[src/rtl/frac_rate_mult_if.sv]
// Rate-update handshake bundle for frac_rate_mult: one write request carrying
// a channel number and a new rate, back-pressured by RATE_RDY.
interface frac_rate_mult_if #(
  parameter int WIDTH = 16,
  parameter int CW    = 1
);
  logic             RATE_VLD;
  logic             RATE_RDY;
  logic [CW-1:0]    RATE_CH;
  logic [WIDTH-1:0] RATE_DATA;

  modport master (
    output RATE_VLD,
    output RATE_CH,
    output RATE_DATA,
    input  RATE_RDY
  );

  modport slave (
    input  RATE_VLD,
    input  RATE_CH,
    input  RATE_DATA,
    output RATE_RDY
  );
endinterface

[src/rtl/frac_rate_mult.sv]
// Multi-channel binary rate multiplier: a shared step counter drives CHANNELS
// pulse outputs, each emitting ACTIVE[ch] pulses per 2^WIDTH steps.
module frac_rate_mult #(
  parameter int WIDTH    = 16,
  parameter int CHANNELS = 2,
  parameter int CW       = (CHANNELS > 1) ? $clog2(CHANNELS) : 1
) (
  input  logic                CK,
  input  logic                RN,
  input  logic                START,
  input  logic                STOP,
  input  logic                ONE_SHOT,
  input  logic                EN,
  frac_rate_mult_if.slave     rate,
  output logic [CHANNELS-1:0] Z,
  output logic                WRAP,
  output logic                BUSY,
  output logic [WIDTH-1:0]    CNT
);

  localparam logic [0:0] S_IDLE = 1'b0;
  localparam logic [0:0] S_RUN  = 1'b1;

  logic [0:0]          r_state;
  logic [WIDTH-1:0]    r_cnt;
  logic [CHANNELS-1:0] r_z;
  logic                r_wrap;
  logic [WIDTH-1:0]    r_active [CHANNELS];
  logic                r_pendValid;
  logic [CW-1:0]       r_pendCh;
  logic [WIDTH-1:0]    r_pendData;

  logic                w_step;
  logic                w_wrapStep;
  logic                w_commit;
  logic                w_accept;
  logic                w_chOk;
  logic [WIDTH-1:0]    w_next;
  logic [WIDTH-1:0]    w_lsb;
  logic [CHANNELS-1:0] w_zNext;

  assign w_next     = r_cnt + 1'b1;
  // Isolates the lowest set bit of the next count; zero on the wrap step.
  assign w_lsb      = w_next & (~w_next + 1'b1);
  assign w_step     = (r_state == S_RUN) && !STOP && EN;
  assign w_wrapStep = w_step && (w_next == '0);
  assign w_commit   = r_pendValid && ((r_state == S_IDLE) || w_wrapStep);
  assign w_accept   = rate.RATE_VLD && !r_pendValid;

  always_comb begin
    w_chOk = 1'b0;
    for (int c = 0; c < CHANNELS; c++) begin
      if (rate.RATE_CH == CW'(c)) w_chOk = 1'b1;
    end
  end

  // Lowest set bit k of the count selects rate bit WIDTH-1-k, so rate bit j
  // fires on 2^j distinct counts per period.
  always_comb begin
    w_zNext = '0;
    for (int c = 0; c < CHANNELS; c++) begin
      for (int b = 0; b < WIDTH; b++) begin
        if (w_lsb[b] && r_active[c][WIDTH-1-b]) w_zNext[c] = 1'b1;
      end
    end
  end

  always_ff @(posedge CK or negedge RN) begin
    if (!RN) begin
      r_state <= S_IDLE;
      r_cnt   <= '0;
      r_z     <= '0;
      r_wrap  <= 1'b0;
    end else begin
      case (r_state)
        S_IDLE: begin
          r_cnt  <= '0;
          r_z    <= '0;
          r_wrap <= 1'b0;
          if (START && !STOP) r_state <= S_RUN;
        end
        S_RUN: begin
          if (STOP) begin
            r_state <= S_IDLE;
            r_cnt   <= '0;
            r_z     <= '0;
            r_wrap  <= 1'b0;
          end else if (EN) begin
            r_cnt  <= w_next;
            r_z    <= w_zNext;
            r_wrap <= (w_next == '0);
            if ((w_next == '0) && ONE_SHOT) r_state <= S_IDLE;
          end else begin
            r_z    <= '0;
            r_wrap <= 1'b0;
          end
        end
        default: r_state <= S_IDLE;
      endcase
    end
  end

  // Out-of-range channel writes are swallowed without occupying the slot.
  always_ff @(posedge CK or negedge RN) begin
    if (!RN) begin
      r_pendValid <= 1'b0;
      r_pendCh    <= '0;
      r_pendData  <= '0;
      for (int c = 0; c < CHANNELS; c++) r_active[c] <= '0;
    end else if (w_commit) begin
      r_pendValid <= 1'b0;
      for (int c = 0; c < CHANNELS; c++) begin
        if (r_pendCh == CW'(c)) r_active[c] <= r_pendData;
      end
    end else if (w_accept && w_chOk) begin
      r_pendValid <= 1'b1;
      r_pendCh    <= rate.RATE_CH;
      r_pendData  <= rate.RATE_DATA;
    end
  end

  assign rate.RATE_RDY = !r_pendValid;
  assign Z             = r_z;
  assign WRAP          = r_wrap;
  assign BUSY          = (r_state == S_RUN);
  assign CNT           = r_cnt;

endmodule

[src/flat_wrapper.sv]
// flat-port wrapper written by rule: the top's interface ports become plain ports
module frac_rate_mult_flat 
#(
  parameter int WIDTH    = 16,
  parameter int CHANNELS = 2,
  parameter int CW       = (CHANNELS > 1) ? $clog2(CHANNELS) : 1
)
  (CK, RN, START, STOP, ONE_SHOT, EN, Z, WRAP, BUSY, CNT, rate_RATE_VLD, rate_RATE_CH, rate_RATE_DATA, rate_RATE_RDY);
  frac_rate_mult_if #(.WIDTH(WIDTH), .CW(CW)) rate_i ();
  input  logic CK;
  input  logic RN;
  input  logic START;
  input  logic STOP;
  input  logic ONE_SHOT;
  input  logic EN;
  output logic [CHANNELS-1:0] Z;
  output logic WRAP;
  output logic BUSY;
  output logic [WIDTH-1:0] CNT;
  input wire logic [$bits(rate_i.RATE_VLD)-1:0] rate_RATE_VLD;
  input wire logic [$bits(rate_i.RATE_CH)-1:0] rate_RATE_CH;
  input wire logic [$bits(rate_i.RATE_DATA)-1:0] rate_RATE_DATA;
  output wire logic [$bits(rate_i.RATE_RDY)-1:0] rate_RATE_RDY;
  assign rate_i.RATE_VLD = rate_RATE_VLD;
  assign rate_i.RATE_CH = rate_RATE_CH;
  assign rate_i.RATE_DATA = rate_RATE_DATA;
  assign rate_RATE_RDY = rate_i.RATE_RDY;
  frac_rate_mult #(.WIDTH(WIDTH), .CHANNELS(CHANNELS), .CW(CW)) u_core (.CK(CK), .RN(RN), .START(START), .STOP(STOP), .ONE_SHOT(ONE_SHOT), .EN(EN), .rate(rate_i), .Z(Z), .WRAP(WRAP), .BUSY(BUSY), .CNT(CNT));
endmodule
[config.mk]
export PLATFORM = sky130hd
export DESIGN_NAME = frac_rate_mult_flat
export DESIGN_NICKNAME = d
export VERILOG_FILES = /design/src/rtl/frac_rate_mult_if.sv /design/src/rtl/frac_rate_mult.sv /design/src/flat_wrapper.sv
export SDC_FILE = /design/constraint.sdc
export NUM_CORES = 1
export LEC_CHECK = 0
export ABC_AREA = 0
export BUFFER_PORTS_ARGS = -buffer_cell sky130_fd_sc_hd__buf_2
export CAP_MARGIN = 30
export CORE_MARGIN = 3
export CORE_UTILIZATION = 50
export CTS_CLUSTER_SIZE = 14
export DETAILED_ROUTE_END_ITERATION = 16
export GPL_TIMING_DRIVEN = 0
export PLACE_DENSITY = 0.69
export SYNTH_ARGS = -nofsm -noshare
export SYNTH_HDL_FRONTEND = slang
export SYNTH_SLANG_ARGS = --single-unit
export TNS_END_PERCENT = 30
[constraint.sdc]
create_clock -name CK -period 5.5 [get_ports CK]
set_input_delay 0.55 -clock CK [delete_from_list [all_inputs] [get_ports CK]]
set_output_delay 0.55 -clock CK [all_outputs]
set_load 0.03 [all_outputs]
==> results.sh, run 1 <==
export IMPL_ios=45
export IMPL_vias=2981
export IMPL_finalSetupTns_ns=0
export IMPL_clockBufferDepth=2
export IMPL_place_congestion=0.930
export IMPL_synth_seq_cells=70
export IMPL_drc=0
export IMPL_area_growth_pct=13.9
export IMPL_syn_nets=383
export IMPL_grt_max_degree=71
export IMPL_postCtsSetupRepairBufs=0
export IMPL_drtIter0Drc=233
export IMPL_final_nets=437
export IMPL_p_total_w=0.00145
export IMPL_p_sw_share_pct=27.0
export IMPL_yosysWarnings=0
export IMPL_viasPerCell=5.81
export IMPL_min_path_type="input port to async pin"
export IMPL_core_area_sq_um=7370
export IMPL_start_util_pct=52.6
export IMPL_finalCriticalPeriod_ns=3.76
export IMPL_htreeDepth=3
export IMPL_fp_dieH_um=94.0
export IMPL_yosysUniqueCellTypes=59
export IMPL_critPathRequiredTime_ns=5.72
export IMPL_die_w_um=94.0
export IMPL_clk_latency_ns=0.34
export IMPL_grt_pass1_vias=2953
export IMPL_status="completed"
export IMPL_power_frac_comb_pct=18.7
export IMPL_antenna_found_initial=0
export IMPL_insertedDiodeCount=0
export IMPL_portBuffers=43
export IMPL_cellPowerDensity_nw_per_um2=328
export IMPL_numClockSinks=70
export IMPL_power_frac_clock_pct=28.8
export IMPL_cts_repair_resize_count=0
export IMPL_worstSetupStartpointType="flop"
export IMPL_hold_violations=0
export IMPL_numCtsBuffers=9
export IMPL_clock_fmax_ghz=0.266
export IMPL_cts_hold_buf=0
export IMPL_drt_pass1_iterations=4
export IMPL_grt_remaining_overflow=0
export IMPL_ant_nets=0
export IMPL_grt_usage_pct=21.3
export IMPL_period_share_pct=68.3
export IMPL_drive_gt1_share_pct=31.9
export IMPL_rows=31
export IMPL_async_reset_ff_share_pct=100
export IMPL_cts_tree="done"
export IMPL_slew_headroom_pct=42.6
export IMPL_p_leak_nw=1.85
export IMPL_tightest_slew_ns=0.861
export IMPL_syn_area_sq_um=3870
export IMPL_setup_violations=0
export IMPL_seq_area_frac_synth_pct=45.2
export IMPL_design_die_area_sq_um=8840
export IMPL_wl_mm=8.58
export IMPL_clock_skew_final_ns=0.00993
export IMPL_clockRootBuffer="clkbuf_8"
export IMPL_crit_path_end_kind="flop"
export IMPL_cap_violations=0
export IMPL_crit_type="flop to flop"
export IMPL_syn_inst=356
export IMPL_routedWlPerCell_um=16.7
export IMPL_arrival_ns=3.98
export IMPL_crit_path_max_fanout=10
export IMPL_synth_edf_count=0
export IMPL_ys_flop_type="dfrtp_1"
export IMPL_internal_power_w=0.00105
export IMPL_clkTransAtPathRegs_ns=0.08
export IMPL_hpwlAfterDp_mm=6.12
export IMPL_vdd_drop_max_mv=0.214
export IMPL_finalMaxSlewViolations=0
export IMPL_grt_pass1_wl_mm=14.7
export IMPL_rsz0062_at_grt="no"
export IMPL_p_seq_share_pct=52.5
export IMPL_syn_area_per_cell_sq_um=10.9
export IMPL_p_switching_w=0.000390
## logic make-up (layout without fill, tap and decap cells)
| group | after synthesis | count (layout) | synth area share, % |
|---|---|---|---|
| buffers and inverters | 37 | 95 | 4.88 |
| muxes | 50 | 50 | 15.5 |
| adders and majority gates | 3 | 3 | 0.969 |
| xor gates and xnor gates | 23 | 23 | 5.20 |
| and+or+nand+nor | 123 | 123 | 18.0 |
| AOI/OAI and AO/OA | 50 | 50 | 10.3 |
| DFF | 70 | 70 | 45.2 |
## registers in the layout (all words and copies together) (netlist names)
signal              flops
u_core.r_pendCh         1
u_core.r_pendValid      1
u_core.BUSY             1
u_core.r_pendData      16
u_core.CNT             16
u_core.WRAP             1
u_core.Z                2
u_core.r_active        32
## stage by stage
| stage | util [%] | hold WS (ns) | setup WS (ns) | instances | cell area (sq um) |
|---|---|---|---|---|---|
| finish | 59.9 | 0.328 | 1.74 | 513 | 4410 |
| detailed placement | 57.2 | 0.487 | 1.76 | 498 | 4220 |
| global placement | 57.2 | 0.493 | 1.85 | 498 | 4210 |
| global route | 59.9 | 0.385 | 1.43 | 513 | 4410 |
| CTS | 59.9 | 0.353 | 1.74 | 513 | 4410 |
| floorplan | - | 0.254 | 2.05 | 356 | 3870 |
## power by group through the flow
stage          combinational [W]  sequential (W)  clock, W
3_5_place_dp            0.000273        0.000770         0
2_1_floorplan           0.000217        0.000736         0
6_report                0.000270        0.000759  0.000416
5_1_grt                 0.000298        0.000784  0.000449
4_1_cts                 0.000275        0.000761  0.000427
3_3_place_gp            0.000264        0.000763         0
## cells in the final DEF (no fill, tap or decap), drive strengths merged, types with 3 or more instances in the layout
cell | netlist | layout
and3b | 3 | 3
nand3 | 20 | 20
clkbuf | 14 | 24
xor2 | 9 | 9
a211oi | 7 | 7
inv | 8 | 9
a21oi | 9 | 9
a32oi | 3 | 3
xnor2 | 14 | 14
dfrtp | 70 | 70
nor4 | 8 | 8
or3 | 5 | 5
ha | 3 | 3
nor3 | 8 | 8
nand3b | 3 | 3
mux2 | 50 | 50
buf | 15 | 58
nor2 | 21 | 21
nand2 | 21 | 21
o211ai | 3 | 3
and3 | 5 | 5
o21ai | 5 | 5
nand4 | 12 | 12
a31oi | 4 | 4
nor2b | 3 | 3
## cell type report
class                           instances  area [sq um]
Multi-Input combinational cell        249          1930
Buffer                                 29           159
Tap cell                               99           124
Timing Repair Buffer                   43           218
Sequential cell                        70          1750
Clock buffer                           10           138
Inverter                                8          30.0
Fill cell                             631          2960
Clock inverter                          5          58.8
## metal layers
metal / track usage (%) / vias to the layer above / wire (um)
li1: - / 1408 / -
met1: 30.2 / 1448 / 3860
met2: 31.8 / 105 / 4010
met3: 3.53 / 20 / 500
met4: 9.99 / 0 / 215
met5: 0 / - / 0
## worst max-delay path: stages, from the launching register on
cell	delay (ns)
dfrtp_1	0.42
clkbuf_1	0.35
nand3_1	0.14
buf_2	0.22
nor4_1	0.50
xnor2_1	0.20
o211ai_1	0.17
or4_4	0.45
buf_6	0.15
a211oi_4	0.48
buf_8	0.24
mux2_4	0.31
## worst paths after layout
| kind | startpoint | end | slack [ns] | cells past startpoint |
|---|---|---|---|---|
| worst max-delay path | u_core.CNT[1] | u_core.r_active[25] | 1.74 | 11 |
| worst min-delay path | RN | u_core.CNT[2] | 0.33 | 1 |
| worst max register to register | u_core.CNT[1] | u_core.r_active[25] | 1.74 | 11 |
| worst min register to register | u_core.r_active[22] | u_core.r_active[22] | 0.50 | 1 |
| max in group asynchronous | RN | u_core.r_active[3] | 4.61 | 1 |
| min in group CK | STOP | u_core.BUSY | 0.40 | 2 |
## Yosys cell counts, types with 4 or more instances
| library cell | instances | share of area, % |
|---|---|---|
| nor3_1 | 8 | 1.0 |
| mux2_2 | 40 | 12 |
| a211oi_1 | 6 | 1.2 |
| a21oi_1 | 8 | 1.0 |
| mux2_4 | 10 | 3.9 |
| buf_2 | 4 | 0.52 |
| nor2_1 | 21 | 2.0 |
| and3_1 | 5 | 0.81 |
| inv_1 | 8 | 0.78 |
| buf_1 | 4 | 0.39 |
| nor4_1 | 8 | 1.3 |
| or3_1 | 5 | 0.81 |
| nand4_1 | 10 | 1.6 |
| nand3_1 | 19 | 2.5 |
| dfrtp_1 | 70 | 45 |
| xor2_1 | 9 | 2.0 |
| nand2_1 | 21 | 2.0 |
| o21ai_0 | 5 | 0.65 |
| a31oi_1 | 4 | 0.65 |
| xnor2_1 | 14 | 3.2 |
| clkbuf_1 | 14 | 1.4 |
(Power assumes the default switching activity.)
==> run 2, diff against run 1 <==
--- a/config.mk
+++ b/config.mk
@@ -13,7 +13,7 @@
 export CTS_CLUSTER_SIZE = 14
 export DETAILED_ROUTE_END_ITERATION = 16
 export GPL_TIMING_DRIVEN = 0
-export PLACE_DENSITY = 0.69
+export PLACE_DENSITY = 0.72
 export SYNTH_ARGS = -nofsm -noshare
 export SYNTH_HDL_FRONTEND = slang
 export SYNTH_SLANG_ARGS = --single-unit
==> constraint.sdc (replaced) <==
create_clock -name CK -period 3.2 [get_ports CK]
set_input_delay 0.32 -clock CK [delete_from_list [all_inputs] [get_ports CK]]
set_output_delay 0.32 -clock CK [all_outputs]
set_load 0.03 [all_outputs]
==> run 2 against run 1 <==
Against the previous run: clock skew shrank 0.0010 ns; fmax grew 21%; cell area grew 5.1%; first-iteration DRC count shrank 18%; count of clock-buffer cells in the layout grew 3; worst setup slack lost 1.6 ns; critical path depth is the same; total power grew 78%; utilization grew 3.1 points; combinational power grew 82%; largest cell class unchanged.
==> results.sh, run 2 (synthesized netlist as in run 1, its figures left out) <==
export IMPL_status="completed"
export IMPL_tightest_slew_ns=0.880
export IMPL_antenna_found_initial=0
export IMPL_finalCriticalPeriod_ns=3.10
export IMPL_die_w_um=94.0
export IMPL_p_leak_nw=1.99
export IMPL_rsz0062_at_grt="no"
export IMPL_arrival_ns=3.33
export IMPL_cellPowerDensity_nw_per_um2=556
export IMPL_r2r_start="u_core.CNT[0]"
export IMPL_min_path_type="input port to async pin"
export IMPL_crit_family="simple AND/OR/NAND/NOR gates"
export IMPL_grt_remaining_overflow=0
export IMPL_design_die_area_sq_um=8840
export IMPL_cap_violations=0
export IMPL_cts_hold_buf=0
export IMPL_drc=0
export IMPL_cpMostUsedCell="buf_6"
export IMPL_worstSetupStartpointType="flop"
export IMPL_p_seq_share_pct=50.9
export IMPL_slew_headroom_pct=41.4
export IMPL_start_util_pct=52.6
export IMPL_final_nets=443
export IMPL_dpl_cell_area_sq_um=4240
export IMPL_reg2reg_depth=11
export IMPL_drtIter0Drc=191
export IMPL_htreeDepth=3
export IMPL_clockBufferDepth=2
export IMPL_vias=3131
export IMPL_clkTransAtPathRegs_ns=0.07
export IMPL_grt_pass1_vias=3125
export IMPL_clock_fmax_ghz=0.322
export IMPL_r2r_end="u_core.r_active[19]"
export IMPL_top_register="u_core.r_active"
export IMPL_finish_utilization_pct=62.9
export IMPL_grt_max_degree=71
export IMPL_reg2reg_slack_ns=0.1
export IMPL_portBuffers=43
export IMPL_critPathRequiredTime_ns=3.43
export IMPL_drive_gt1_share_pct=37.1
export IMPL_finalMaxSlewViolations=0
export IMPL_vdd_drop_max_mv=0.365
export IMPL_crit_path_end_kind="flop"
export IMPL_routedWlPerCell_um=17.5
export IMPL_worstPathCellList="ha_4 -> and4_4 -> buf_6 -> a2111oi_4 -> a211o_2 -> nand3_4 -> or4_4 -> a211oi_4 -> buf_6 -> buf_6 -> mux2_2"
export IMPL_critPathMaxStageDelay_ns=0.61
export IMPL_clock_skew_final_ns=0.00891
export IMPL_fin_cells=519
export IMPL_place_congestion=0.903
export IMPL_layout_commonest_cell="dfrtp_1"
export IMPL_wl_mm=9.09
export IMPL_core_area_sq_um=7370
export IMPL_insertedDiodeCount=0
export IMPL_setup_violations=0
export IMPL_cts_tree="done"
export IMPL_layout_common_cells="67 x dfrtp_1, 45 x buf_2, 40 x mux2_2"
export IMPL_crit_slowest_cell="or4_4"
export IMPL_fp_dieH_um=94.0
export IMPL_p_sw_share_pct=26.5
export IMPL_crit_type="flop to flop"
export IMPL_ant_nets=0
export IMPL_viasPerCell=6.03
export IMPL_period_share_pct=97.0
export IMPL_hpwlAfterDp_mm=6.20
export IMPL_rows=31
export IMPL_clk_latency_ns=0.35
export IMPL_numCtsBuffers=9
export IMPL_finalSetupTns_ns=0
export IMPL_largest_reg_flops=32
export IMPL_grt_usage_pct=21.7
export IMPL_p_switching_w=0.000682
export IMPL_hold_violations=0
export IMPL_area_growth_pct=19.7
export IMPL_crit_path_max_fanout=9
export IMPL_stdcell_area_sq_um=4640
export IMPL_ios=45
export IMPL_cp_num_buf_inv=3
export IMPL_numClockSinks=70
export IMPL_internal_power_w=0.00189
export IMPL_drt_pass1_iterations=7
export IMPL_place_inst=498
export IMPL_power_frac_comb_pct=19.1
export IMPL_power_frac_clock_pct=30.0
export IMPL_grt_pass1_wl_mm=15.0
export IMPL_nFillCells=599
export IMPL_whs_ns=0.0789
export IMPL_clockRootBuffer="clkbuf_8"
## run 2: worst max path at each step
stage	from	endpoint	depth (start not counted)	slack, ns
2_1_floorplan	u_core.CNT[2]	u_core.r_active[22]	11	0.007
5_1_grt	u_core.CNT[0]	u_core.r_active[18]	11	0.002
3_3_place_gp	u_core.CNT[0]	u_core.r_active[7]	10	-0.25
4_1_cts	u_core.CNT[0]	u_core.r_active[18]	10	-0.04
6_report	u_core.CNT[0]	u_core.r_active[19]	11	0.1
3_5_place_dp	u_core.CNT[4]	u_core.r_active[11]	10	-0.24
## run 2: cell type report
cell class                      count  area, sq um  area share (%)
Buffer                             24          145            3.13
Clock buffer                       13          179            3.86
Clock inverter                      2         38.8           0.836
Inverter                            8         30.0           0.648
Multi-Input combinational cell    249         2030            43.7
Sequential cell                    70         1760            37.9
Tap cell                           99          124            2.67
Timing Repair Buffer               54          338            7.29
## run 2: timing repair
item / 4_1_cts / 5_1_grt
buffers inserted: 2 / 8
setup endpoints to repair: 32 / 32
gates resized for setup: 7 / 14
gates cloned: 0 / 1
pin swaps: 3 / 9
hold endpoints to repair: 0 / 0
## run 2: routing by layer
metal / part of all wire [%] / global-route usage [%]
met5: 0 / 0
met4: 1.8 / 8.78
met3: 4.8 / 4.09
met2: 50 / 36.3
met1: 44 / 27.7
## run 2: power by group through the flow
stage	logic, W	clock network (W)	registers, W
3_5_place_dp	0.000469	0	0.00132
3_3_place_gp	0.000452	0	0.00131
5_1_grt	0.000536	0.000824	0.00134
6_report	0.000492	0.000773	0.00131
4_1_cts	0.000478	0.000783	0.00131
2_1_floorplan	0.000373	0	0.00127
## run 2: per-stage QoR
step / total power [W] / setup slack [ns]
after CTS: 0.00257 / -0.0449
after detailed placement: 0.00179 / -0.242
after floorplan: 0.00164 / 0.00731
final: 0.00258 / 0.0957
after global routing: 0.00270 / 0.00236
after global placement: 0.00176 / -0.247
